<file path="src/rtl/pipeline_destination_tracker_if.sv">
// Bundle of ID-stage inputs, hazard controls and EX/MEM/WB tracking outputs
// exchanged between the hazard/forwarding logic (master) and the tracker (slave).
interface pipeline_destination_tracker_if #(
    parameter int REG_ADDR_W  = 5,
    parameter int STALL_CNT_W = 16
);
    logic [REG_ADDR_W-1:0]  id_destination;
    logic                   id_rf_enable;
    logic                   id_load_instruction;
    logic                   id_valid;
    logic                   load_enable;
    logic                   nop_signal;
    logic                   flush;

    logic [REG_ADDR_W-1:0]  ex_destination;
    logic [REG_ADDR_W-1:0]  mem_destination;
    logic [REG_ADDR_W-1:0]  wb_destination;
    logic                   ex_rf_enable;
    logic                   mem_rf_enable;
    logic                   wb_rf_enable;
    logic                   ex_load_instruction;
    logic                   mem_load_instruction;
    logic [STALL_CNT_W-1:0] stall_count;
    logic [STALL_CNT_W-1:0] flush_count;
    logic                   pipe_empty;

    modport master (
        output id_destination, id_rf_enable, id_load_instruction, id_valid,
               load_enable, nop_signal, flush,
        input  ex_destination, mem_destination, wb_destination,
               ex_rf_enable, mem_rf_enable, wb_rf_enable,
               ex_load_instruction, mem_load_instruction,
               stall_count, flush_count, pipe_empty
    );

    modport slave (
        input  id_destination, id_rf_enable, id_load_instruction, id_valid,
               load_enable, nop_signal, flush,
        output ex_destination, mem_destination, wb_destination,
               ex_rf_enable, mem_rf_enable, wb_rf_enable,
               ex_load_instruction, mem_load_instruction,
               stall_count, flush_count, pipe_empty
    );
endinterface

</file>
<file path="src/rtl/pipeline_destination_tracker.sv">
// EX->MEM->WB destination tracking chain with bubble/flush insertion and
// saturating stall/flush statistics; the back end drains every cycle.
module pipeline_destination_tracker #(
    parameter int REG_ADDR_W         = 5,
    parameter bit ZERO_REG_HARDWIRED = 1'b1,
    parameter int STALL_CNT_W        = 16
) (
    input logic clk,
    input logic reset,
    pipeline_destination_tracker_if.slave bus
);
    // Handshake: the hazard unit never holds ID (load_enable=0) without also
    // injecting a bubble (nop_signal=1); the tracker tolerates it regardless.

    logic [REG_ADDR_W-1:0]  ex_dest_q, mem_dest_q, wb_dest_q;
    logic                   ex_rf_q, mem_rf_q, wb_rf_q;
    logic                   ex_ld_q, mem_ld_q;
    logic [STALL_CNT_W-1:0] stall_q, flush_q;
    logic                   empty_q;

    logic [REG_ADDR_W-1:0]  ex_dest_n;
    logic                   ex_rf_n;
    logic                   ex_ld_n;
    logic                   bubble;

    always_comb begin
        bubble    = bus.flush | bus.nop_signal | ~bus.id_valid;
        ex_dest_n = '0;
        ex_rf_n   = 1'b0;
        ex_ld_n   = 1'b0;
        if (!bubble) begin
            ex_dest_n = bus.id_destination;
            ex_rf_n   = bus.id_rf_enable &
                        ~(ZERO_REG_HARDWIRED && (bus.id_destination == '0));
            // A load that never writes (incl. to r0) cannot cause a load-use stall.
            ex_ld_n   = bus.id_load_instruction & ex_rf_n;
        end
    end

    always_ff @(posedge clk) begin
        if (reset) begin
            ex_dest_q  <= '0;
            mem_dest_q <= '0;
            wb_dest_q  <= '0;
            ex_rf_q    <= 1'b0;
            mem_rf_q   <= 1'b0;
            wb_rf_q    <= 1'b0;
            ex_ld_q    <= 1'b0;
            mem_ld_q   <= 1'b0;
            stall_q    <= '0;
            flush_q    <= '0;
            empty_q    <= 1'b1;
        end else begin
            ex_dest_q  <= ex_dest_n;
            ex_rf_q    <= ex_rf_n;
            ex_ld_q    <= ex_ld_n;
            mem_dest_q <= ex_dest_q;
            mem_rf_q   <= ex_rf_q;
            mem_ld_q   <= ex_ld_q;
            wb_dest_q  <= mem_dest_q;
            wb_rf_q    <= mem_rf_q;
            // Next-state view: new EX, new MEM (old EX), new WB (old MEM).
            empty_q    <= ~(ex_rf_n | ex_rf_q | mem_rf_q);
            if (bus.nop_signal && (stall_q != '1))
                stall_q <= stall_q + STALL_CNT_W'(1);
            if (bus.flush && bus.id_valid && (flush_q != '1))
                flush_q <= flush_q + STALL_CNT_W'(1);
        end
    end

    assign bus.ex_destination       = ex_dest_q;
    assign bus.mem_destination      = mem_dest_q;
    assign bus.wb_destination       = wb_dest_q;
    assign bus.ex_rf_enable         = ex_rf_q;
    assign bus.mem_rf_enable        = mem_rf_q;
    assign bus.wb_rf_enable         = wb_rf_q;
    assign bus.ex_load_instruction  = ex_ld_q;
    assign bus.mem_load_instruction = mem_ld_q;
    assign bus.stall_count          = stall_q;
    assign bus.flush_count          = flush_q;
    assign bus.pipe_empty           = empty_q;

    illegal_hold_check: assert property (@(posedge clk) disable iff (reset)
        !(!bus.load_enable && !bus.nop_signal));
endmodule

</file>
<file path="src/flat_wrapper.sv">
// flat-port wrapper written by rule: the top's interface ports become plain ports
module pipeline_destination_tracker_flat 
#(
    parameter int REG_ADDR_W         = 5,
    parameter bit ZERO_REG_HARDWIRED = 1'b1,
    parameter int STALL_CNT_W        = 16
)
  (clk, reset, bus_id_destination, bus_id_rf_enable, bus_id_load_instruction, bus_id_valid, bus_load_enable, bus_nop_signal, bus_flush, bus_ex_destination, bus_mem_destination, bus_wb_destination, bus_ex_rf_enable, bus_mem_rf_enable, bus_wb_rf_enable, bus_ex_load_instruction, bus_mem_load_instruction, bus_stall_count, bus_flush_count, bus_pipe_empty);
  pipeline_destination_tracker_if #(.REG_ADDR_W(REG_ADDR_W), .STALL_CNT_W(STALL_CNT_W)) bus_i ();
  input logic clk;
  input logic reset;
  input wire logic [$bits(bus_i.id_destination)-1:0] bus_id_destination;
  input wire logic [$bits(bus_i.id_rf_enable)-1:0] bus_id_rf_enable;
  input wire logic [$bits(bus_i.id_load_instruction)-1:0] bus_id_load_instruction;
  input wire logic [$bits(bus_i.id_valid)-1:0] bus_id_valid;
  input wire logic [$bits(bus_i.load_enable)-1:0] bus_load_enable;
  input wire logic [$bits(bus_i.nop_signal)-1:0] bus_nop_signal;
  input wire logic [$bits(bus_i.flush)-1:0] bus_flush;
  output wire logic [$bits(bus_i.ex_destination)-1:0] bus_ex_destination;
  output wire logic [$bits(bus_i.mem_destination)-1:0] bus_mem_destination;
  output wire logic [$bits(bus_i.wb_destination)-1:0] bus_wb_destination;
  output wire logic [$bits(bus_i.ex_rf_enable)-1:0] bus_ex_rf_enable;
  output wire logic [$bits(bus_i.mem_rf_enable)-1:0] bus_mem_rf_enable;
  output wire logic [$bits(bus_i.wb_rf_enable)-1:0] bus_wb_rf_enable;
  output wire logic [$bits(bus_i.ex_load_instruction)-1:0] bus_ex_load_instruction;
  output wire logic [$bits(bus_i.mem_load_instruction)-1:0] bus_mem_load_instruction;
  output wire logic [$bits(bus_i.stall_count)-1:0] bus_stall_count;
  output wire logic [$bits(bus_i.flush_count)-1:0] bus_flush_count;
  output wire logic [$bits(bus_i.pipe_empty)-1:0] bus_pipe_empty;
  assign bus_i.id_destination = bus_id_destination;
  assign bus_i.id_rf_enable = bus_id_rf_enable;
  assign bus_i.id_load_instruction = bus_id_load_instruction;
  assign bus_i.id_valid = bus_id_valid;
  assign bus_i.load_enable = bus_load_enable;
  assign bus_i.nop_signal = bus_nop_signal;
  assign bus_i.flush = bus_flush;
  assign bus_ex_destination = bus_i.ex_destination;
  assign bus_mem_destination = bus_i.mem_destination;
  assign bus_wb_destination = bus_i.wb_destination;
  assign bus_ex_rf_enable = bus_i.ex_rf_enable;
  assign bus_mem_rf_enable = bus_i.mem_rf_enable;
  assign bus_wb_rf_enable = bus_i.wb_rf_enable;
  assign bus_ex_load_instruction = bus_i.ex_load_instruction;
  assign bus_mem_load_instruction = bus_i.mem_load_instruction;
  assign bus_stall_count = bus_i.stall_count;
  assign bus_flush_count = bus_i.flush_count;
  assign bus_pipe_empty = bus_i.pipe_empty;
  pipeline_destination_tracker #(.REG_ADDR_W(REG_ADDR_W), .ZERO_REG_HARDWIRED(ZERO_REG_HARDWIRED), .STALL_CNT_W(STALL_CNT_W)) u_core (.clk(clk), .reset(reset), .bus(bus_i));
endmodule
</file>
<file path="config.mk">
export PLATFORM = sky130hd
export DESIGN_NAME = pipeline_destination_tracker_flat
export DESIGN_NICKNAME = d
export VERILOG_FILES = /design/src/rtl/pipeline_destination_tracker_if.sv /design/src/rtl/pipeline_destination_tracker.sv /design/src/flat_wrapper.sv
export SDC_FILE = /design/constraint.sdc
export NUM_CORES = 1
export LEC_CHECK = 0
export ABC_AREA = 0
export BUFFER_PORTS_ARGS = -buffer_cell sky130_fd_sc_hd__buf_2
export CORE_UTILIZATION = 55
export DETAILED_ROUTE_END_ITERATION = 6
export GPL_TIMING_DRIVEN = 0
export PLACE_DENSITY_LB_ADDON = 0.3
export SLEW_MARGIN = 0
export SYNTH_ARGS = -nofsm -noshare
export SYNTH_HDL_FRONTEND = slang
export SYNTH_SLANG_ARGS = --single-unit
export TNS_END_PERCENT = 5
</file>
<file path="constraint.sdc">
create_clock -name clk -period 3.76 [get_ports clk]
set_input_delay 0.564 -clock clk [delete_from_list [all_inputs] [get_ports clk]]
set_output_delay 0.564 -clock clk [all_outputs]
set_load 0.03 [all_outputs]
</file>
# == Yosys cells after proc, flatten, opt, wreduce, memory -nomap -nowiden ==
# Index checks and enable logic that the tools add are counted.
# word_totals
out_inout_bits,53
input_bits,13
register_bits,53
# classes
bitwise,9
n_addsub,2
n_eq_ne,2
muxes,1
reduce_logical,5
# ops
cell,n
adder 16 x 1 -> 16 bit (second input constant),2
inequality test 16 bit (second input constant),2
zero test 5 bit,1
OR 1 bit,4
logical AND 1 bit,3
NOT 1 bit,3
bitwise AND 1 bit,2
OR reduction 2 bit,1
2-to-1 mux 1 bit,1

# == Longest topological paths before layout ==
# depth
word_depth,7
depth_mapped,6
depth_no_buf,5

# == Worst setup path after synthesis ==
# OpenSTA, ideal clock, no wires.
# synth_timing
path_type,reg2reg
from,register u_core.flush_q[0] (netlist: u_core.bus.flush_count[0])
to,register u_core.flush_q[10] (netlist: u_core.bus.flush_count[10])
path_buffers,1
synth_period_minus_slack_ns,2.028
arrival_time_ns,1.907
stages_incl_launch_ff,7
setup_slack_ns,1.732
path_cell_list,dfxtp_1 ha_1 nand4_1 or2_0 clkbuf_1 nor4_1 mux2_2
# synth_via
elab_chain_cells,2
word_cells_on_any_way,3
# synth_lines
element,line,source
start: declaration,pipeline_destination_tracker.sv:18,"logic [STALL_CNT_W-1:0] stall_q, flush_q;"
start signal: assignment,pipeline_destination_tracker.sv:67,flush_q <= flush_q + STALL_CNT_W'(1);
branches (longest 2 deep; another with adder 16 x 1 -> 16 bit),n/a,
# Several ways; the timed one is not identified.
# A chain may end at the register's enable or synchronous reset.

# == Worst setup path after layout ==
# layout_timing
from,register u_core.stall_q[2] (netlist: u_core.bus.stall_count[2])
to,register u_core.stall_q[13] (netlist: u_core.bus.stall_count[13])
# layout_via
elab_chain_cells,2
word_cells_on_any_way,3
# layout_lines
element,line,source
start: declaration,pipeline_destination_tracker.sv:18,
start signal: assignment,pipeline_destination_tracker.sv:65,stall_q <= stall_q + STALL_CNT_W'(1);
branches (longest 2 deep; another with adder 16 x 1 -> 16 bit),n/a,
# Several ways; the timed one is not identified.

==> flow_summary.ini <==
[hold_path]
hp-class = primary input to register
whs_endpoint = u_core.bus.ex_load_instruction
hold_depth = 2
hp-start = bus_id_load_instruction

[placement]
placedCellCount = 365
gp_congestion = 0.866
dpl_worst_slack_ns = 1.63
dp_hpwl_mm = 3.69
numPortBuffers = 63

[power_and_ir_drop]
leakagePower_nw = 1.20
pwr_density_cell_mw_per_mm2 = 364
ir_drop_mv = 0.257
power.total_mw = 1.02

[floorplan]
die_w_um = 66.8
initial_core_util_pct = 57.7
fp-row-count = 23
dieArea_mm2 = 0.00446
core_area_mm2 = 0.00400
chipHeight_um = 66.8
ioPinCount = 66

[detailed_routing]
viasPerCell = 5.71
drcViolationCount = 0
drtPass1Iterations = 4
drtIter0Drc = 91
wl_per_cell_um = 13.8
ant_nets = 0
wl_mm = 5.13
vias = 2130

[global_route]
antenna_found_initial = 0
grt_max_degree = 17
grt-ovfl-total = 0
grt_pass1_wl_mm = 7.88
grt_pass1_vias = 1724
grtUsageTotal_pct = 23.7

[setup_path]
cp-end-kind = register
cp_top_family = simple AND/OR/NAND/NOR gates
r2r-start = u_core.bus.stall_count[2]
crit_chain = nand4_2, nor4_4, nor3b_2, mux2_2
reg2reg_depth = 4
path_class = register to register
worstPathRequired_ns = 3.97
reg2reg_to = u_core.bus.stall_count[13]
startpoint_type = register
cp.arrival_ns = 2.31
path_buf_inv = 0
reg2reg_slack_ns = 1.66
critPathMaxFanout = 10
cp_slowest_cell = nor4_4
max_stage_delay_ns = 0.57

[synth]
ys_seq_elements = 53
async_flop_share_pct = 0
synth_edf_count = 0
yosys_warnings = 0
syn_area_per_cell_um2 = 9.16
syn_nets = 267
syn_inst = 252
yosysSeqAreaShare_pct = 46.0
synthesis.area_mm2 = 0.00231
synth.distinct_cells = 41
synth_ff_type = dfxtp_1

[clocking]
cts_tree = yes
clock_tree.root_cell = clkbuf_8
max-clock-path-buffers = 2
post_cts_buffers = 0
cts_sinks = 53
insertion_delay_ns = 0.31
numCtsBuffers = 5
ctsHtreeMaxLevel = 2
post_cts_resized = 0
path_clk_slew_ns = 0.09
cts_hold_buf = 0

[timing]
finalHoldViolCount = 0
fin_skew_ns = 0.00738
slew-limit-headroom_pct = 61.5
worstMarginPinSlew_ns = 0.573
tns_ns = 0
hold_ws_ns = 0.450
post-route-period-util_pct = 55.9
setup_viol = 0
max_freq_ghz = 0.476
maxSlewViolCount = 0
grt_setup_unrepaired = false
worst_slack_ns = 1.66
min_period_ns = 2.10

[final_layout]
num_antenna_cells = 0
final_nets = 337
post_route_cells_drive_above_1_share_pct = 28.8
area_delta_synth_final_pct = 21.2
instances_no_fill = 373
nFillCells = 335

[flow_run]
maxCapViolCount = 0

[run_status]
status = completed
[power breakdown]
group / leakage [nW] / internal [mW] / switching (mW) / total, mW
registers: 0.428 / 0.567 / 0.00544 / 0.572
logic: 0.721 / 0.0173 / 0.0371 / 0.0544
clock network: 0.0554 / 0.200 / 0.191 / 0.391
total: 1.20 / 0.784 / 0.233 / 1.02
[sequential cells by signal (all words and copies together) (netlist names)]
name                             count
u_core.bus.mem_load_instruction      1
u_core.bus.ex_rf_enable              1
u_core.bus.wb_rf_enable              1
u_core.bus.wb_destination            5
u_core.bus.flush_count              16
u_core.bus.ex_load_instruction       1
u_core.bus.stall_count              16
u_core.bus.mem_destination           5
u_core.bus.mem_rf_enable             1
u_core.bus.pipe_empty                1
u_core.bus.ex_destination            5
[per-layer routing]
| layer | part of all wire, % | track usage (%) | vias up |
|---|---|---|---|
| met5 | 0 | 0 | - |
| met4 | 1.7 | 9.57 | 0 |
| met3 | 4.6 | 5.65 | 6 |
| met2 | 47 | 38.3 | 71 |
| met1 | 47 | 30.0 | 993 |
| li1 | - | - | 1060 |
[metrics by stage]
stage	cell area [um2]	util (%)
6_report	2800	69.9
3_5_place_dp	2690	67.1
5_1_grt	2800	69.9
2_1_floorplan	2310	-
3_3_place_gp	2690	67.1
4_1_cts	2800	69.9
[Yosys cell counts (2+ instances only)]
cell	n	area, um2
nand4_1	7	43.8
nand3_1	9	45.0
nor4_1	6	37.5
nor2b_1	24	150
or4_1	6	45.0
o31ai_1	5	37.5
clkbuf_1	8	30.0
a21oi_1	15	75.1
ha_1	2	25.0
and4_1	2	17.5
o41ai_1	3	26.3
nor4_4	2	42.5
and3_1	3	18.8
or3_1	5	31.3
a31oi_1	4	25.0
nor2_1	20	75.1
inv_1	6	22.5
or2_2	3	18.8
nand2_1	16	60.1
a211oi_1	3	22.5
dfxtp_1	53	1060
mux2_2	12	135
o21ai_0	8	40.0
nor3_1	7	35.0
and2_1	7	43.8
[worst register-to-register path, delay by kind of cell (launching register included)]
kind | cells | cell delay [ns]
flip-flops | 1 | 0.46
multiplexers | 1 | 0.36
AND/OR/NAND/NOR | 3 | 1.19
[layout by cell type, fill, tap and decap left out, types with 2 or more instances in the layout]
cell and n:
a211oi_1 3, a21oi_1 15, a31oi_1 4, and2_1 7, and3_1 3, and4_1 2
buf_2 64, clkbuf_1 9, clkbuf_8 5, dfxtp_1 53, ha_1 2, inv_1 6
mux2_2 12, nand2_1 16, nand3_1 9, nand4_1 7, nor2_1 20, nor2b_1 24
nor3_1 7, nor4_1 6, nor4_4 2, o21ai_0 8, o31ai_1 5, o41ai_1 3
or2_2 3, or3_1 5, or4_1 6
[worst max path at each step]
stage	from	endpoint	cells after the start
2_1_floorplan	u_core.bus.flush_count[0]	u_core.bus.flush_count[10]	6
3_3_place_gp	bus_id_valid	u_core.bus.flush_count[15]	6
3_5_place_dp	bus_id_valid	u_core.bus.flush_count[14]	6
4_1_cts	u_core.bus.flush_count[0]	u_core.bus.flush_count[14]	6
5_1_grt	u_core.bus.flush_count[0]	u_core.bus.flush_count[14]	6
6_report	u_core.bus.stall_count[2]	u_core.bus.stall_count[13]	4
[layout make-up]
class	count	area (um2)	share of cell area [%]
multi-input combinational	183	1180	42.3
sequential	53	1060	37.9
timing repair buffer	63	315	11.3
clock buffer	6	72.6	2.60
tap	50	62.6	2.24
buffer	10	40.0	1.43
clock inverter	2	38.8	1.39
inverter	6	22.5	0.805
[cell families (layout without fill, tap and decap cells)]
logic type                 count (synthesis)  in the layout  synth area share [%]
adders and majority gates                  2              2                  1.08
muxes                                     13             13                  6.29
and+or+nand+nor                          124            124                  31.9
DFF                                       53             53                  46.0
buffers and inverters                     16             87                  2.71
AOI/OAI and AO/OA                         44             44                  12.0
No activity file was read; power rests on OpenSTA's default activity.
